<file path="config.mk">
export PLATFORM = sky130hd
export DESIGN_NAME = idli_sqi_sram_m_flat
export DESIGN_NICKNAME = d
export VERILOG_FILES = /design/src/rtl/idli_pkg.sv /design/src/rtl/idli_sqi_sram_m_if.sv /design/src/rtl/idli_sqi_sram_m.sv /design/src/flat_wrapper.sv
export SDC_FILE = /design/constraint.sdc
export NUM_CORES = 2
export LEC_CHECK = 0
export ABC_AREA = 0
export CELL_PAD_IN_SITES_DETAIL_PLACEMENT = 1
export CELL_PAD_IN_SITES_GLOBAL_PLACEMENT = 1
export CORE_MARGIN = 1
export CORE_UTILIZATION = 28
export DETAILED_ROUTE_END_ITERATION = 8
export PLACE_DENSITY = 0.52
export SLEW_MARGIN = 5
export SYNTH_ARGS = -nofsm -noshare
export SYNTH_HDL_FRONTEND = slang
export SYNTH_SLANG_ARGS = --single-unit
</file>
<file path="constraint.sdc">
create_clock -name i_sqi_gck -period 5.4 [get_ports i_sqi_gck]
set_input_delay 0.54 -clock i_sqi_gck [delete_from_list [all_inputs] [get_ports i_sqi_gck]]
set_output_delay 0.54 -clock i_sqi_gck [all_outputs]
set_load 0.05 [all_outputs]
</file>
<file path="src/rtl/idli_pkg.sv">
// Shared types and constants for the idli core and its SQI serial-SRAM responder.
package idli_pkg;

  // Direction of the sio pins from the point of view of the owning block.
  typedef enum logic {
    SQI_IO_MODE_IN  = 1'b0,
    SQI_IO_MODE_OUT = 1'b1
  } sqi_io_mode_t;

  // Instruction bytes understood by the SQI SRAM responder.
  localparam logic [7:0] SQI_INSTR_READ  = 8'h03;
  localparam logic [7:0] SQI_INSTR_WRITE = 8'h02;

  // Nibble counts of the fixed-length transaction phases.
  localparam int SQI_ADDR_NIBBLES  = 6;
  localparam int SQI_DUMMY_NIBBLES = 2;

  // Responder FSM states.
  typedef enum logic [2:0] {
    SQI_SRAM_IDLE   = 3'd0,
    SQI_SRAM_INSTR  = 3'd1,
    SQI_SRAM_ADDR   = 3'd2,
    SQI_SRAM_DUMMY  = 3'd3,
    SQI_SRAM_RDATA  = 3'd4,
    SQI_SRAM_WDATA  = 3'd5,
    SQI_SRAM_IGNORE = 3'd6
  } sqi_sram_state_t;

endpackage

</file>
<file path="src/rtl/idli_sqi_sram_m_if.sv">
// SQI memory bus between the core (master) and the serial SRAM (slave).
// Framing: a transaction is every rising gck edge with i_sqi_cs low; the
// master presents one nibble per edge on i_sqi_sio, the slave answers on
// o_sqi_sio only while o_sqi_io_mode is OUT. Raising cs ends the transaction.
interface idli_sqi_sram_m_if;
  import idli_pkg::*;

  logic         i_sqi_cs;
  logic [3:0]   i_sqi_sio;
  logic [3:0]   o_sqi_sio;
  sqi_io_mode_t o_sqi_io_mode;

  modport master (
    output i_sqi_cs,
    output i_sqi_sio,
    input  o_sqi_sio,
    input  o_sqi_io_mode
  );

  modport slave (
    input  i_sqi_cs,
    input  i_sqi_sio,
    output o_sqi_sio,
    output o_sqi_io_mode
  );
endinterface

</file>
<file path="src/rtl/idli_sqi_sram_m.sv">
// SQI serial-SRAM responder: decodes quad READ/WRITE transactions and serves
// them from an internal byte array. Each gck rising edge is one nibble cycle.
module idli_sqi_sram_m
  import idli_pkg::*;
#(
  parameter int DEPTH = 256
) (
  input  logic             i_sqi_gck,
  input  logic             i_sqi_rst_n,
  idli_sqi_sram_m_if.slave sqi,
  output sqi_sram_state_t  o_sqi_state
);

  localparam int AW = $clog2(DEPTH);

  logic [7:0]      mem [DEPTH];

  sqi_sram_state_t state_q;
  logic [2:0]      cnt_q;
  logic [AW-1:0]   addr_q;
  logic [3:0]      instr_hi_q;
  logic            is_read_q;
  logic [3:0]      wnib_q;
  logic [3:0]      sio_q;
  sqi_io_mode_t    io_mode_q;

  logic [7:0]      instr_d;
  logic [AW+3:0]   addr_shift_d;
  logic [7:0]      rd_byte;
  logic            mem_we;

  // Full instruction byte is formed on the edge that samples its low nibble.
  assign instr_d      = {instr_hi_q, sqi.i_sqi_sio};
  // Shifting the 24-bit address through an AW-bit register keeps only the
  // low address bits; upper bits simply fall off the top.
  assign addr_shift_d = {addr_q, sqi.i_sqi_sio};
  assign rd_byte      = mem[addr_q];
  // A byte lands on the edge that samples its low nibble, never under reset.
  assign mem_we       = (state_q == SQI_SRAM_WDATA) && cnt_q[0] &&
                        !sqi.i_sqi_cs && i_sqi_rst_n;

  // Transaction FSM with registered sio/io_mode outputs.
  // In RDATA/WDATA cnt_q[0] tracks which half of the byte comes next.
  always_ff @(posedge i_sqi_gck or negedge i_sqi_rst_n) begin
    if (!i_sqi_rst_n) begin
      state_q    <= SQI_SRAM_IDLE;
      cnt_q      <= 3'd0;
      addr_q     <= '0;
      instr_hi_q <= 4'h0;
      is_read_q  <= 1'b0;
      wnib_q     <= 4'h0;
      sio_q      <= 4'h0;
      io_mode_q  <= SQI_IO_MODE_IN;
    end else if (sqi.i_sqi_cs) begin
      state_q   <= SQI_SRAM_IDLE;
      cnt_q     <= 3'd0;
      wnib_q    <= 4'h0;
      sio_q     <= 4'h0;
      io_mode_q <= SQI_IO_MODE_IN;
    end else begin
      case (state_q)
        SQI_SRAM_IDLE: begin
          instr_hi_q <= sqi.i_sqi_sio;
          cnt_q      <= 3'd1;
          state_q    <= SQI_SRAM_INSTR;
        end
        SQI_SRAM_INSTR: begin
          if (cnt_q == 3'd1) begin
            cnt_q <= 3'd0;
            if (instr_d == SQI_INSTR_READ) begin
              is_read_q <= 1'b1;
              state_q   <= SQI_SRAM_ADDR;
            end else if (instr_d == SQI_INSTR_WRITE) begin
              is_read_q <= 1'b0;
              state_q   <= SQI_SRAM_ADDR;
            end else begin
              state_q <= SQI_SRAM_IGNORE;
            end
          end else begin
            cnt_q <= cnt_q + 3'd1;
          end
        end
        SQI_SRAM_ADDR: begin
          addr_q <= addr_shift_d[AW-1:0];
          if (cnt_q == 3'(SQI_ADDR_NIBBLES - 1)) begin
            cnt_q   <= 3'd0;
            state_q <= is_read_q ? SQI_SRAM_DUMMY : SQI_SRAM_WDATA;
          end else begin
            cnt_q <= cnt_q + 3'd1;
          end
        end
        SQI_SRAM_DUMMY: begin
          if (cnt_q == 3'(SQI_DUMMY_NIBBLES - 1)) begin
            // High nibble goes out on the last dummy edge; cnt_q=1 marks
            // that the low nibble is next.
            cnt_q     <= 3'd1;
            state_q   <= SQI_SRAM_RDATA;
            io_mode_q <= SQI_IO_MODE_OUT;
            sio_q     <= rd_byte[7:4];
          end else begin
            cnt_q <= cnt_q + 3'd1;
          end
        end
        SQI_SRAM_RDATA: begin
          if (cnt_q[0]) begin
            sio_q  <= rd_byte[3:0];
            addr_q <= addr_q + 1'b1;
            cnt_q  <= 3'd0;
          end else begin
            sio_q <= rd_byte[7:4];
            cnt_q <= 3'd1;
          end
        end
        SQI_SRAM_WDATA: begin
          if (cnt_q[0]) begin
            addr_q <= addr_q + 1'b1;
            cnt_q  <= 3'd0;
          end else begin
            wnib_q <= sqi.i_sqi_sio;
            cnt_q  <= 3'd1;
          end
        end
        default: begin
          // IGNORE: hold until cs rises.
        end
      endcase
    end
  end

  // Single write port into the storage array; contents survive reset.
  always_ff @(posedge i_sqi_gck) begin
    if (mem_we) begin
      mem[addr_q] <= {wnib_q, sqi.i_sqi_sio};
    end
  end

  assign sqi.o_sqi_sio     = sio_q;
  assign sqi.o_sqi_io_mode = io_mode_q;
  assign o_sqi_state       = state_q;

endmodule

</file>
<file path="src/flat_wrapper.sv">
// flat-port wrapper written by rule: the top's interface ports become plain ports
module idli_sqi_sram_m_flat import idli_pkg::*;
#(
  parameter int DEPTH = 256
)
  (i_sqi_gck, i_sqi_rst_n, o_sqi_state, sqi_i_sqi_cs, sqi_i_sqi_sio, sqi_o_sqi_sio, sqi_o_sqi_io_mode);
  idli_sqi_sram_m_if sqi_i ();
  input  logic i_sqi_gck;
  input  logic i_sqi_rst_n;
  output sqi_sram_state_t o_sqi_state;
  input wire logic [$bits(sqi_i.i_sqi_cs)-1:0] sqi_i_sqi_cs;
  input wire logic [$bits(sqi_i.i_sqi_sio)-1:0] sqi_i_sqi_sio;
  output wire logic [$bits(sqi_i.o_sqi_sio)-1:0] sqi_o_sqi_sio;
  output wire logic [$bits(sqi_i.o_sqi_io_mode)-1:0] sqi_o_sqi_io_mode;
  assign sqi_i.i_sqi_cs = sqi_i_sqi_cs;
  assign sqi_i.i_sqi_sio = sqi_i_sqi_sio;
  assign sqi_o_sqi_sio = sqi_i.o_sqi_sio;
  assign sqi_o_sqi_io_mode = sqi_i.o_sqi_io_mode;
  idli_sqi_sram_m #(.DEPTH(DEPTH)) u_core (.i_sqi_gck(i_sqi_gck), .i_sqi_rst_n(i_sqi_rst_n), .sqi(sqi_i), .o_sqi_state(o_sqi_state));
endmodule
</file>
Word-level counts from Yosys, hierarchy flattened:

Memory sizes are Yosys's and may differ from the RTL's.
Cells that the tools add are included.

* add/subtract/negate cells: 2
* multipliers: 0
* div/mod/pow operators: 0
* order comparisons: 0
* eq/ne operators: 14
* shift operators: 0
* muxes and demuxes: 30
* bitwise logic cells: 1
* reductions and logical operators: 21

Operator list (number)
* 3-bit two-way mux: 11
* 4-bit two-way mux: 6
* 8-bit by 2-bit equality test with 1-bit output (second input constant): 2
* 8-bit one-hot mux with 2 select lines: 1
* 3-bit one-hot mux with 5 select lines: 1
* 3-bit one-hot mux with 4 select lines: 1
* 2-bit nonzero test: 5
* 3-bit equality test (second input constant): 3
* 3-bit by 2-bit inequality test with 1-bit output (second input constant): 3
* 8-bit by 1-bit adder with 8-bit output (second input constant): 1
* 1-bit two-way mux: 8
* 8-bit two-way mux: 1
* 4-bit one-hot mux with 2 select lines: 1
* 2-bit AND reduction: 4
* 4-bit AND reduction: 2
* 3-bit by 1-bit equality test with 1-bit output (second input constant): 2
* 3-bit by 2-bit equality test with 1-bit output (second input constant): 2
* 6-bit nonzero test: 1
* 5-bit nonzero test: 1
* 3-bit by 1-bit adder with 3-bit output (second input constant): 1
* 1-bit logical AND: 3
* 3-bit logical NOT: 1
* 3-bit AND reduction: 1
* 3-bit nonzero test: 1
* other kinds (5): 5

* register bits after elaboration: 28
* bits in latches: 0
* bits in writable memories: 2048
* ROM bits: 0
* bits of input ports: 7
* output and inout bits: 8
* logic and storage cells: 77
* memories kept: 1

Memory list
* u_core.mem: depth 256, bits a word 8, read ports 1, clocked after memory_dff 0, wr ports 1, line idli_sqi_sram_m.sv:16 `logic [7:0] mem [DEPTH];`

Depth between registers and ports, before layout:

* depth in word-level cells: 6
* depth in mapped cells: 13
* mapped depth without buffers: 7

Worst setup path after synthesis:

Ideal clock, no wire load.

* kind: flip-flop to flip-flop
* start: register u_core.wnib_q[0]
* end: memory u_core.mem[0][4] (data pin)
* setup time: 803 ps
* arrival: 3179 ps
* required time: 4597 ps
* path slack: 1418 ps
* cell stages (with the launch flop): 1
* buffers on the path: 0
* period minus slack after synthesis: 3982 ps
* path through: dfrtp_1

RTL lines
* from (decl): line idli_sqi_sram_m.sv:23 `logic [3:0] wnib_q;`
* from (signal assigned): line idli_sqi_sram_m.sv:119 `wnib_q <= sqi.i_sqi_sio;`
* to (decl): line idli_sqi_sram_m.sv:16

Straight into the memory's write port.

Worst setup path in the final report:

* start: register u_core.addr_q[1]
* end: register u_core.sio_q[3] (netlist: u_core.sqi.o_sqi_sio[3])

* word-level cells in the longest chain between the ends: 4
* elaborated cells between the ends (all ways): 5
* those cells by class: 4 x mux; 1 x memory

RTL lines
* from (decl): line idli_sqi_sram_m.sv:20 `logic [AW-1:0] addr_q;`
* from (signal assigned): line idli_sqi_sram_m.sv:84 `addr_q <= addr_shift_d[AW-1:0];`
* from (signal assigned): line idli_sqi_sram_m.sv:107 `addr_q <= addr_q + 1'b1;`
* from (signal assigned): line idli_sqi_sram_m.sv:116 `addr_q <= addr_q + 1'b1;`
* memory 256 x 8 bit *
* 4-bit two-way mux (on tied branches): line idli_sqi_sram_m.sv:105, idli_sqi_sram_m.sv:93
* 4-bit one-hot mux with 2 select lines *: line idli_sqi_sram_m.sv:61 `case (state_q)`
* 4-bit two-way mux *: line idli_sqi_sram_m.sv:54 `end else if (sqi.i_sqi_cs) begin`
* to (signal assigned): line idli_sqi_sram_m.sv:99 `sio_q <= rd_byte[7:4];`
* to (signal assigned): line idli_sqi_sram_m.sv:106 `sio_q <= rd_byte[3:0];`
* to (signal assigned): line idli_sqi_sram_m.sv:110 `sio_q <= rd_byte[7:4];`
* to (decl): line idli_sqi_sram_m.sv:24 `logic [3:0] sio_q;`

Every way passes the cells marked *; elsewhere a longest branch is shown, timed or not. The select of a mux whose other input is x is not followed.
A chain may end at the register's enable or synchronous reset.

==> flow_summary_export.csv <==
group,metric,value,unit
final_layout,post_route_cells_drive_above_1_share,26.85,%
grt,grt_pass1_wl,360.6,mm
floorplan,die_w,541.1,um
worst_setup_path,critPathRequiredTime,6110,ps
sta,hold_viol,0,
worst_setup_path,worst_setup_path_end_kind,"flop",
place,io_buffers,14,
logic_synthesis,netlist_top_cells_area,"edfxtp_1 (76%), mux4_2 (13%), nor2_1 (1.4%)",
cts,tritoncts_num_sinks,2076,
logic_synthesis,synth_largest_area_cell,"edfxtp_1",
sta,layout_min_cycle_time,4678,ps
cts,numCtsBuffers,221,
place,numPlacedInstances,7906,
drt,dr_total_vias,41900,
cts,clk_pin_slew_worst_paths,70,ps
logic_synthesis,syn-cell-area,0.08137,mm^2
drt,first_pass_iters,5,
cts,ctsLongestPathBuffers,3,
floorplan,pin_count,15,
sta,tightest_slew,1550,ps
logic_synthesis,synth_commonest_cells,"edfxtp_1 (2048), mux4_2 (482), nor2_1 (313), nand2_1 (181), mux2i_1 (107)",
drt,wl_per_cell,31.07,um
logic_synthesis,syn-num-nets,3932,
logic_synthesis,syn-instance-count,3921,
place,gp_congestion,0.8454,
final_layout,layout-area-overhead-vs-synth,16.78,%
cts,root_buffer,"clkbuf_16",
cts,clk-insertion-delay-late,890,ps
pwr,ir_drop,0.0003705,V
sta,setup-violations-final,0,
cts,cts_resized,0,
min_path,worst_hold_startpoint,"sqi_i_sqi_sio[2]",
logic_synthesis,synthArstFlopShare,1.349,%
pwr,power-per-cell-area,492.3,mW/mm^2
logic_synthesis,synth_sequential_area_ratio,76.44,%
worst_setup_path,reg2reg_to,"u_core.sqi.o_sqi_sio[3]",
drt,vias_per_cell,5.035,
status,violations,"max-capacitance violations, max-slew violations",
logic_synthesis,synthesis.area_per_instance,20.75,um^2
drt,drt-initial-drc-count,4755,
worst_setup_path,ff2ff_setup_slack,720,ps
sta,grt_setup_unrepaired,"no",
drt,antenna_violating_nets_post_route,0,
sta,setup_tns,0,ps
floorplan,core_region_area,0.2886,mm^2
cts,tritoncts,"built",
worst_setup_path,ff2ff_path_depth,10,
worst_setup_path,crit_path_start,"u_core.addr_q[1]",
floorplan,die_area,0.2928,mm^2
logic_synthesis,dominantRegCellSynth,"edfxtp_1",
grt,grt_max_degree,164,
worst_setup_path,reg2reg_from,"u_core.addr_q[1]",
cts,htree_levels,4,
logic_synthesis,yosysWarnings,0,
floorplan,initial_core_util,28.19,%
final_layout,finish.net_count,4261,
worst_setup_path,timing.critical_path.from_type,"flop",
logic_synthesis,synth_most_common_cell,"edfxtp_1",
drt,wirelength,258.6,mm
grt,gr-usage-all-layers,17.48,%
sta,fin_crit_sh,86.64,%
drt,remaining_drc_errors,0,
sta,max_freq,213.7,MHz
grt,grt_overflow,0,
worst_setup_path,endpoint,"u_core.sqi.o_sqi_sio[3]",
final_layout,stdcell_count,8323,
place,detailedPlacementHpwl,163.8,mm
worst_setup_path,arrival,5390,ps
grt,initial_antenna_violation_count,9,
logic_synthesis,synth-edff-count,2048,
floorplan,rows,197,
logic_synthesis,synth_cell_type_count,73,
logic_synthesis,synth_top_area_share,75.58,%
pwr,leakagePower,29.59,nW
cts,cts_post_setup_buffers_inserted,0,
run,cap_violations,1,
grt,via_count_of_the_first_global_routing_pass,43240,
sta,timing_max_transition_violations_final,2,
sta,fin_worst_skew,54.57,ps
worst_setup_path,critPathKind,"reg2reg",
status,outcome,"finished, violations left",
sta,slew_headroom,-5.987,%
floorplan,dieHeight,541.1,um
worst_setup_path,timing.critical_path.fanout_max,37,
logic_synthesis,yosys_register_bits,2076,
min_path,worstHoldPathType,"in2reg",
## worst min-delay path by stage
stage	end	slack, ps	depth (start not counted)
CTS	u_core.mem[33][2]	220	1
global placement	u_core.instr_hi_q[1]	490	1
detailed placement	u_core.sqi.o_sqi_io_mode	500	2
finish	u_core.mem[33][2]	220	1
floorplan	u_core.addr_q[0]	240	0
global route	u_core.mem[33][2]	230	1
## sequential cells by signal (all words and copies together), names as in the netlist
signal                    flops
u_core.cnt_q                  3
u_core.wnib_q                 4
u_core.sqi.o_sqi_sio          4
u_core.o_sqi_state            3
u_core.is_read_q              1
u_core.instr_hi_q             4
u_core.sqi.o_sqi_io_mode      1
u_core.addr_q                 8
u_core.mem                 2048
## metal layers
metal,up-vias,GRT usage (%),routed length (um),part of all wire [%]
met5,-,0,0,0
met4,0,4.605,6623,2.6
met3,320,3.102,16350,6.3
met2,1491,27.67,121100,47
met1,23110,24.73,114500,44
li1,16980,-,-,-
## worst max-delay path, stage by stage, from the launching register on
cell	delay, ps
dfrtp_4	820
buf_12	360
buf_12	240
buf_12	190
buf_4	250
mux4_2	350
mux4_2	550
nand2_1	100
a31oi_1	260
nor4_1	1100
a221oi_1	170
## cell type report
| cell class | count | area [um^2] |
|---|---|---|
| repair buffers | 337 | 2944 |
| well taps | 3880 | 4855 |
| clock inverters | 141 | 1325 |
| clock buffers | 272 | 5753 |
| flip-flops and latches | 2076 | 62230 |
| inverters | 13 | 53.80 |
| fillers | 28670 | 193600 |
| multi-input cells | 1601 | 17860 |
| diodes | 3 | 7.507 |
## cells by family after synthesis
group                    share of synthesized area (%)
AO/OA/AOI/OAI                                    2.576
flip-flops                                       76.44
XOR/XNOR                                       0.02153
multiplexers                                     15.69
adder cells (fa/ha/maj)                        0.06151
AND/OR/NAND/NOR                                  3.487
buffers and inverters                            1.722
## cells in the final DEF (no fill, tap or decap), drive strengths merged, types with 5 or more instances in the layout
cell           instances
a22o                   8
mux4                 500
a221oi                13
a21oi                 56
dfrtp                 28
o211ai                 7
a32oi                 20
nand3                 53
a2111oi                9
nand4                 14
o31ai                  6
nor3                  15
clkdlybuf4s50          9
nor4                   8
and2                   5
nor2                 313
o221ai                 8
a211oi                12
edfxtp              2048
nor4b                  5
inv                   19
bufinv                18
nor2b                 21
and3                   7
clkinv               113
buf                  323
nand2                181
o22ai                 33
a31oi                 10
mux2                  33
a22oi                 51
o21ai                 37
clkbuf               275
mux2i                107
nand2b                 9
## where the power goes
part | switching (W) | internal [W]
logic | 0.00839 | 0.00503
clock network | 0.00655 | 0.00844
registers | 0.000535 | 0.0178
## stage by stage
step	area [um^2]	utilization, %	hold WS (ps)	total power, W	worst slack (ps)
after floorplan	81370	-	244.4	0.02637	1418
after global placement	87920	30.46	491.2	0.03222	700.7
after detailed placement	87940	30.47	495.0	0.03224	708.9
after CTS	95020	32.92	223.8	0.04720	729.7
after global routing	95030	32.92	226.3	0.04809	640.2
final	95030	32.92	223.7	0.04679	721.5
## timing repair
action / CTS / global route
hold endpoints to repair: 28 / 0
hold buffers: 1 / 0
endpoints found under the setup margin: 0 / 0
Power figures use the tool's default switching activity.
